$ cat config.mk
export PLATFORM = sky130hd
export DESIGN_NAME = mul_div_sequencer
export DESIGN_NICKNAME = d
export VERILOG_FILES = /design/src/rtl/mul_div_sequencer.sv
export SDC_FILE = /design/constraint.sdc
export NUM_CORES = 1
export LEC_CHECK = 0
export CAP_MARGIN = 40
export CORE_ASPECT_RATIO = 1.75
export CORE_MARGIN = 1
export CORE_UTILIZATION = 45
export CTS_CLUSTER_SIZE = 28
export DETAILED_ROUTE_END_ITERATION = 10
export PLACE_DENSITY = 0.62
export SYNTH_ARGS = -nofsm -noshare
export SYNTH_HDL_FRONTEND = slang
export SYNTH_SLANG_ARGS = --single-unit
$ cat constraint.sdc
create_clock -name clk -period 4.6 [get_ports clk]
set_input_delay 0.69 -clock clk [delete_from_list [all_inputs] [get_ports clk]]
set_output_delay 0.69 -clock clk [all_outputs]
set_load 0.005 [all_outputs]
$ cat src/rtl/mul_div_sequencer.sv
// Iterative RV32M multiply/divide unit: one bit per cycle; results appear WIDTH+2 cycles after Start, or 1 cycle later for the divide-by-zero and overflow cases.
// Stall holds upstream while the unit is busy or a Start is being accepted.
module mul_div_sequencer #(
    parameter int WIDTH = 32
) (
    input  logic             clk,
    input  logic             reset_n,
    input  logic             Start,
    input  logic [2:0]       Funct3,
    input  logic [WIDTH-1:0] SrcA,
    input  logic [WIDTH-1:0] SrcB,
    output logic             Stall,
    output logic             Busy,
    output logic             Done,
    output logic [WIDTH-1:0] Result
);
    localparam int CW = $clog2(WIDTH + 1);

    typedef enum logic [1:0] {IDLE, CALC, FIX, DONE} state_t;

    state_t           state_q, state_d;
    logic [CW-1:0]    cnt_q, cnt_d;
    logic [2:0]       funct3_q, funct3_d;
    logic [WIDTH-1:0] src_a_q, src_a_d, src_b_q, src_b_d;
    logic [WIDTH-1:0] acc_q, acc_d, lo_q, lo_d;
    logic [WIDTH-1:0] result_q, result_d;

    function automatic logic a_is_signed(input logic [2:0] f);
        return !(f[0] && (f[1] || f[2]));
    endfunction

    function automatic logic b_is_signed(input logic [2:0] f);
        return a_is_signed(f) && (f != 3'b010);
    endfunction

    // Incoming operand decode, used only on the accept edge
    logic             in_neg_a, in_neg_b, in_div0, in_ovf, accept;
    logic [WIDTH-1:0] in_mag_a, in_mag_b, fast_result;

    assign in_neg_a = a_is_signed(Funct3) && SrcA[WIDTH-1];
    assign in_neg_b = b_is_signed(Funct3) && SrcB[WIDTH-1];
    assign in_mag_a = in_neg_a ? -SrcA : SrcA;
    assign in_mag_b = in_neg_b ? -SrcB : SrcB;
    assign in_div0  = Funct3[2] && (SrcB == '0);
    assign in_ovf   = Funct3[2] && !Funct3[0] && (SrcB == '1)
                      && (SrcA == {1'b1, {(WIDTH-1){1'b0}}});
    assign accept   = Start && (state_q == IDLE || state_q == DONE);

    always_comb begin
        fast_result = '0;
        if (in_div0)
            fast_result = Funct3[1] ? SrcA : '1;
        else
            fast_result = Funct3[1] ? '0 : SrcA;
    end

    // Latched operand decode drives the datapath during CALC and FIX
    logic                   neg_a, neg_b;
    logic [WIDTH-1:0]       mag_a, mag_b;
    logic [WIDTH:0]         mul_sum, div_shift, div_diff;
    logic [2*WIDTH-1:0]     product, product_s;
    logic [WIDTH-1:0]       quot_s, rem_s;

    assign neg_a     = a_is_signed(funct3_q) && src_a_q[WIDTH-1];
    assign neg_b     = b_is_signed(funct3_q) && src_b_q[WIDTH-1];
    assign mag_a     = neg_a ? -src_a_q : src_a_q;
    assign mag_b     = neg_b ? -src_b_q : src_b_q;

    // Multiply: acc holds the running high half, lo shifts the multiplier out and product bits in.
    // Divide: acc is the partial remainder, lo shifts dividend bits out and quotient bits in.
    assign mul_sum   = {1'b0, acc_q} + (lo_q[0] ? {1'b0, mag_a} : {(WIDTH+1){1'b0}});
    assign div_shift = {acc_q, lo_q[WIDTH-1]};
    assign div_diff  = div_shift - {1'b0, mag_b};

    assign product   = {acc_q, lo_q};
    assign product_s = (neg_a ^ neg_b) ? -product : product;
    assign quot_s    = (neg_a ^ neg_b) ? -lo_q : lo_q;
    assign rem_s     = neg_a ? -acc_q : acc_q;

    always_comb begin
        state_d  = state_q;
        cnt_d    = cnt_q;
        funct3_d = funct3_q;
        src_a_d  = src_a_q;
        src_b_d  = src_b_q;
        acc_d    = acc_q;
        lo_d     = lo_q;
        result_d = result_q;
        case (state_q)
            IDLE, DONE: begin
                state_d = IDLE;
                if (accept) begin
                    funct3_d = Funct3;
                    src_a_d  = SrcA;
                    src_b_d  = SrcB;
                    cnt_d    = '0;
                    acc_d    = '0;
                    lo_d     = Funct3[2] ? in_mag_a : in_mag_b;
                    if (in_div0 || in_ovf) begin
                        state_d  = DONE;
                        result_d = fast_result;
                    end else begin
                        state_d  = CALC;
                    end
                end
            end
            CALC: begin
                cnt_d = cnt_q + 1'b1;
                if (funct3_q[2]) begin
                    if (!div_diff[WIDTH]) begin
                        acc_d = div_diff[WIDTH-1:0];
                        lo_d  = {lo_q[WIDTH-2:0], 1'b1};
                    end else begin
                        acc_d = div_shift[WIDTH-1:0];
                        lo_d  = {lo_q[WIDTH-2:0], 1'b0};
                    end
                end else begin
                    acc_d = mul_sum[WIDTH:1];
                    lo_d  = {mul_sum[0], lo_q[WIDTH-1:1]};
                end
                if (cnt_q == CW'(WIDTH - 1))
                    state_d = FIX;
            end
            FIX: begin
                state_d = DONE;
                case (funct3_q)
                    3'b000:                 result_d = product_s[WIDTH-1:0];
                    3'b001, 3'b010, 3'b011: result_d = product_s[2*WIDTH-1:WIDTH];
                    3'b100, 3'b101:         result_d = quot_s;
                    default:                result_d = rem_s;
                endcase
            end
            default: state_d = IDLE;
        endcase
    end

    always_ff @(posedge clk or negedge reset_n) begin
        if (!reset_n) begin
            state_q  <= IDLE;
            cnt_q    <= '0;
            funct3_q <= '0;
            src_a_q  <= '0;
            src_b_q  <= '0;
            acc_q    <= '0;
            lo_q     <= '0;
            result_q <= '0;
        end else begin
            state_q  <= state_d;
            cnt_q    <= cnt_d;
            funct3_q <= funct3_d;
            src_a_q  <= src_a_d;
            src_b_q  <= src_b_d;
            acc_q    <= acc_d;
            lo_q     <= lo_d;
            result_q <= result_d;
        end
    end

    assign Busy   = (state_q == CALC) || (state_q == FIX);
    assign Done   = (state_q == DONE);
    assign Stall  = Busy || accept;
    assign Result = result_q;
endmodule
; After elaboration in Yosys (flattened, before gate mapping)
; Cells that the tools add are included.
[word_totals]
elab_cells = 98
input_bits = 70
regBits = 171
out_inout_bits = 35
[classes]
reduce_logical = 33
n_mux = 30
add_sub_neg = 10
eq_ne = 16
n_bitwise = 1
[ops]
columns = cell, count
row1 = $mux W32, 18
row2 = $neg A32 Y32, 6
row3 = $pmux W32 S2, 3
row4 = $pmux W32 S3, 1
row5 = $eq A32 B32 Y1 const B, 2
row6 = $mux W64, 1
row7 = $neg A64 Y64, 1
row8 = $add A32 B32 Y33, 1
row9 = $sub A33 B32 Y33, 1
row10 = $logic_not A32 Y1, 1
row11 = $logic_and A1 B1 Y1, 13
row12 = $pmux W6 S2, 1
row13 = $add A6 B1 Y6 const B, 1
row14 = $eq A3 B2 Y1 const B, 2
row15 = $eq A3 B3 Y1 const B, 2
row16 = $eq A6 B5 Y1 const B, 1
row17 = $logic_or A1 B1 Y1, 6
row18 = $mux W2, 3
row19 = $mux W6, 1
row20 = $ne A2 B2 Y1 const B, 3
row21 = $ne A3 B2 Y1 const B, 2
row22 = $pmux W2 S3, 1
row23 = $eq A2 B2 Y1 const B, 2
row24 = $reduce_and A2 Y1, 2
row25 = 11 further kinds, 15

; Logic depth before layout (Yosys ltp)
[logic_depth]
ltp_word = 10
mapped_depth = 20
depth_no_buf = 19

; Worst setup path before layout
; Ideal clock, no wire load.
[synth_path]
path_type = flip-flop to flip-flop
from = reg src_b_q[8]
to = reg acc_q[19]
path_slack_ps = -55
synth_period_minus_slack_ps = 4655
path_stages_with_launch = 19
required_ps = 4499
n_path_buf = 2
arrival_time_ps = 4555
setup_ps = 101
cell_sequence = dfrtp_1 -> or4_1 -> nor3_1 -> nand2_1 -> nor4_1 -> a21oi_1 -> xnor2_1 -> ha_1 -> a21o_1 -> a21o_1 -> a21oi_1 -> o21ai_0 -> a21o_1 -> a21oi_1 -> and3_1 -> buf_2 -> buf_2 -> nor3_1 -> o32ai_1
[synth_between]
elab_chain_cells = 6
[synth_rtl]
columns = item, line
row1 = start: declaration, 24  ; logic [WIDTH-1:0] src_a_q, src_a_d, src_b_q, src_b_d;
row2 = start signal: assignment, 152  ; src_b_q <= src_b_d;
row3 = $neg A32 Y32, 67  ; assign mag_b = neg_b ? -src_b_q : src_b_q;
row4 = $mux W32 (*), 67
row5 = $sub A33 B32 Y33 (*), 73  ; assign div_diff = div_shift - {1'b0, mag_b};
row6 = $mux W32 (*), 110  ; if (!div_diff[WIDTH]) begin
row7 = $mux W32 (*), 109  ; if (funct3_q[2]) begin
row8 = $pmux W32 S2 (*), 89  ; case (state_q)
row9 = end signal: assignment, 144  ; acc_q <= '0;
row10 = end signal: assignment, 153  ; acc_q <= acc_d;
row11 = end: declaration, 25  ; logic [WIDTH-1:0] acc_q, acc_d, lo_q, lo_d;
; Mark *: on every way between the ends. The rest lies on a longest branch, timed or not.
; A chain may end at the register's enable or synchronous reset.

; Worst setup path after layout
[layout_path]
from = reg src_a_q[4]
to = reg acc_q[24]
[layout_between]
elab_chain_cells = 6
[layout_rtl]
columns = item, line
row1 = start: declaration, 24
row2 = start signal: assignment, 151  ; src_a_q <= src_a_d;
row3 = $neg A32 Y32, 66  ; assign mag_a = neg_a ? -src_a_q : src_a_q;
row4 = $mux W32 (*), 66
row5 = $mux W32 (*), 71  ; assign mul_sum = {1'b0, acc_q} + (lo_q[0] ? {1'b0, mag_a} : {(WIDTH+1){1'b0}});
row6 = $add A32 B32 Y33 (*), 71
row7 = $mux W32 (*), 109
row8 = $pmux W32 S2 (*), 89
; Marked as above.

==> results.txt <==
CTS tree: done
Die X-Extent: 150 um
most common cell in the netlist: nor2_1
Finished Core Util: 54.3%
Worst EP arrival: 4.91 ns
DR pass1 iterations: 6
Post-Syn Instances: 2207
Setup Skew: 0.0117 ns
first-pass GRT wire length: 113000 um
fin crit share: 98.5%
Max-Cap Viols: 0
share of cells above drive strength 1: 13.5%
H-tree depth: 4
via/cell ratio: 6.44
CP Capture Type: flip-flop
WL per Instance: 27.3 um
GR Util met3: 6.83%
r2r setup slk: 0.07 ns
top cell type's share of synthesized area: 24.8%
Unique masters post-synth: 78
relative slew slack: 29.8%
endpoints failing setup: 0
vias in the first global route: 17800
post-DP HPWL: 60900 um
Rows: 94
root buffer selected by CTS: clkbuf_16
Top-Level Pins: 105
status: complete, no violations
gr busiest metal: met2
drt total wl: 77600 um
RSZ-0062 raised after global routing: yes
Hold Path Class: input port to async pin
ranking of synthesized cells by area: dfrtp_1 25%, xnor2_1 6.7%, xor2_1 5.5%
fin. max-slew vios: 0
total global routing overflow: 0
post-cts hold buffer count: 0
Final Hold Viols: 0
P&R area growth vs syn: 18.4%
Critical Path RT: 4.97 ns
slew of the pin with the lowest slew margin: 1.05 ns
Async SR Flop Fraction: 100%
number of buffers created by CTS: 17
IO buf count: 104
leading area contributor after synthesis: dfrtp_1
cell area after synthesis: 17200 um2
WS Path Type: flip-flop to flip-flop
initial antenna violation count: 2
Synth Area per Inst: 7.81 um2
antenna cells: 0
Total Die Area: 39100 um2
via count: 18300
CP Launch Type: flip-flop
total core area: 37600 um2
main flop type after synthesis: dfrtp_1
FMAX: 221 MHz
post-synthesis sequential area ratio: 24.8%
Initial Utilization: 45.8%
clock net sink count: 171
met2 usage: 67.1%
Post-Syn Nets: 2354
initial detailed-routing violation count: 1458
Final ANT Viol Nets: 0
Nets: 2499
pin count of the biggest net entering global routing: 94
Post-synth EDFFs: 0
Die Y: 261 um
GRT Util Overall: 39.9%
most common library cells after synthesis: 210 x nor2_1, 207 x nand2_1, 189 x a21oi_1, 189 x o21ai_0, 171 x dfrtp_1
Synth Warn #: 0
Final min period: 4.53 ns
met1 usage in global routing: 42.0%
DRC: 0
clock buffer depth: 2
crit-path max FO: 5
gpl congestion: 1.03
register bit total from synthesis: 171
Skew-Pair Late Insertion Delay: 0.46 ns
Worst-path clk slew: 0.08 ns
## per-layer routing
layer	vias to the layer above	routed length, um
met1	8780	27100
met3	324	5060
met2	839	37400
li1	8379	-
met4	4	8140
met5	-	29
## state kept, by name, summed over array words and instances, names as in the netlist
| register | cells |
|---|---|
| src_a_q | 32 |
| acc_q | 32 |
| state_q | 2 |
| cnt_q | 6 |
| Result | 32 |
| lo_q | 32 |
| src_b_q | 32 |
| funct3_q | 3 |
## worst paths after layout
check                            from     endpoint  cells after the start
setup / recovery           src_a_q[4]    acc_q[24]                     16
hold / removal                reset_n  src_a_q[17]                      1
setup reg to reg           src_a_q[4]    acc_q[24]                     16
hold reg to reg            Result[20]   Result[20]                      2
max in group asynchronous     reset_n  funct3_q[2]                      2
min in group clk           Result[20]   Result[20]                      2
## cells in the final DEF (no fill, tap or decap), types with 15 or more instances in the layout
cell type / netlist / routed
clkdlybuf4s50_1: 0 / 102
a31oi_1: 30 / 29
nor3_1: 56 / 52
ha_1: 75 / 74
inv_1: 44 / 44
dfrtp_1: 171 / 170
nor2_1: 210 / 209
nand2_1: 207 / 204
mux2i_1: 50 / 48
buf_4: 0 / 162
o31ai_1: 32 / 30
or3_1: 25 / 23
nor2b_1: 16 / 16
o21ai_0: 189 / 183
maj3_1: 28 / 28
nor4_1: 32 / 29
a21oi_1: 189 / 187
xor2_1: 109 / 108
nand3_1: 36 / 36
a211oi_1: 15 / 15
a22oi_1: 30 / 29
o22ai_1: 20 / 20
a21o_1: 36 / 36
xnor2_1: 132 / 132
nand4_1: 20 / 20
mux2_2: 64 / 64
o221ai_1: 17 / 17
clkbuf_16: 0 / 17
## through the flow
| stage | setup slack [ns] | setup TNS (ns) | instance area [um2] | hold slack [ns] | instances |
|---|---|---|---|---|---|
| 2_1_floorplan | 0.0706 | 0 | 17300 | 0.394 | 2207 |
| 3_5_place_dp | 0.0479 | 0 | 19700 | 0.468 | 2809 |
| 4_1_cts | 0.0325 | 0 | 20300 | 0.320 | 2841 |
| 3_3_place_gp | 0.0746 | 0 | 19600 | 0.454 | 2807 |
| 5_1_grt | -0.0434 | -0.0915 | 20400 | 0.364 | 2845 |
| 6_report | 0.0680 | 0 | 20400 | 0.309 | 2845 |
## worst max-delay path: stages (launching register included)
cell      delay [ns]
dfrtp_1         0.42
or3_4           0.40
or4_4           0.42
or3_4           0.36
o31ai_4         0.28
xor2_2          0.23
nor2_1          0.07
ha_1            0.39
nor3_1          0.09
a211oi_1        0.28
nand3_1         0.11
a21o_1          0.21
o211a_1         0.26
o31ai_1         0.25
xor2_1          0.31
o21ai_0         0.12
a22oi_1         0.23
## cell families after synthesis
kind of cell,Yosys count,synth area share (%)
AOI/OAI and AO/OA,685,24.8
xor gates and xnor gates,241,12.2
adders and majority gates,105,7.30
buffers and inverters,194,4.36
DFF,171,24.8
muxes,114,7.08
and+or+nand+nor,697,19.3
## final cells by class
| class | instances | area (um2) |
|---|---|---|
| clock inverters | 13 | 145 |
| multi-input cells | 1842 | 12400 |
| flip-flops and latches | 171 | 4280 |
| clock buffers | 19 | 443 |
| well taps | 480 | 601 |
| repair buffers | 272 | 2370 |
| inverters | 48 | 180 |
| fillers | 3666 | 17200 |
## repair_timing
| item | in CTS | in global routing |
|---|---|---|
| endpoints found under the setup margin | 0 | 33 |
| gates resized for setup | 0 | 31 |
| buffers inserted | 0 | 4 |
Power is left out: the tool's default activity adds up to more than one toggle a clock period on the data nets, which glitch-free logic cannot reach.
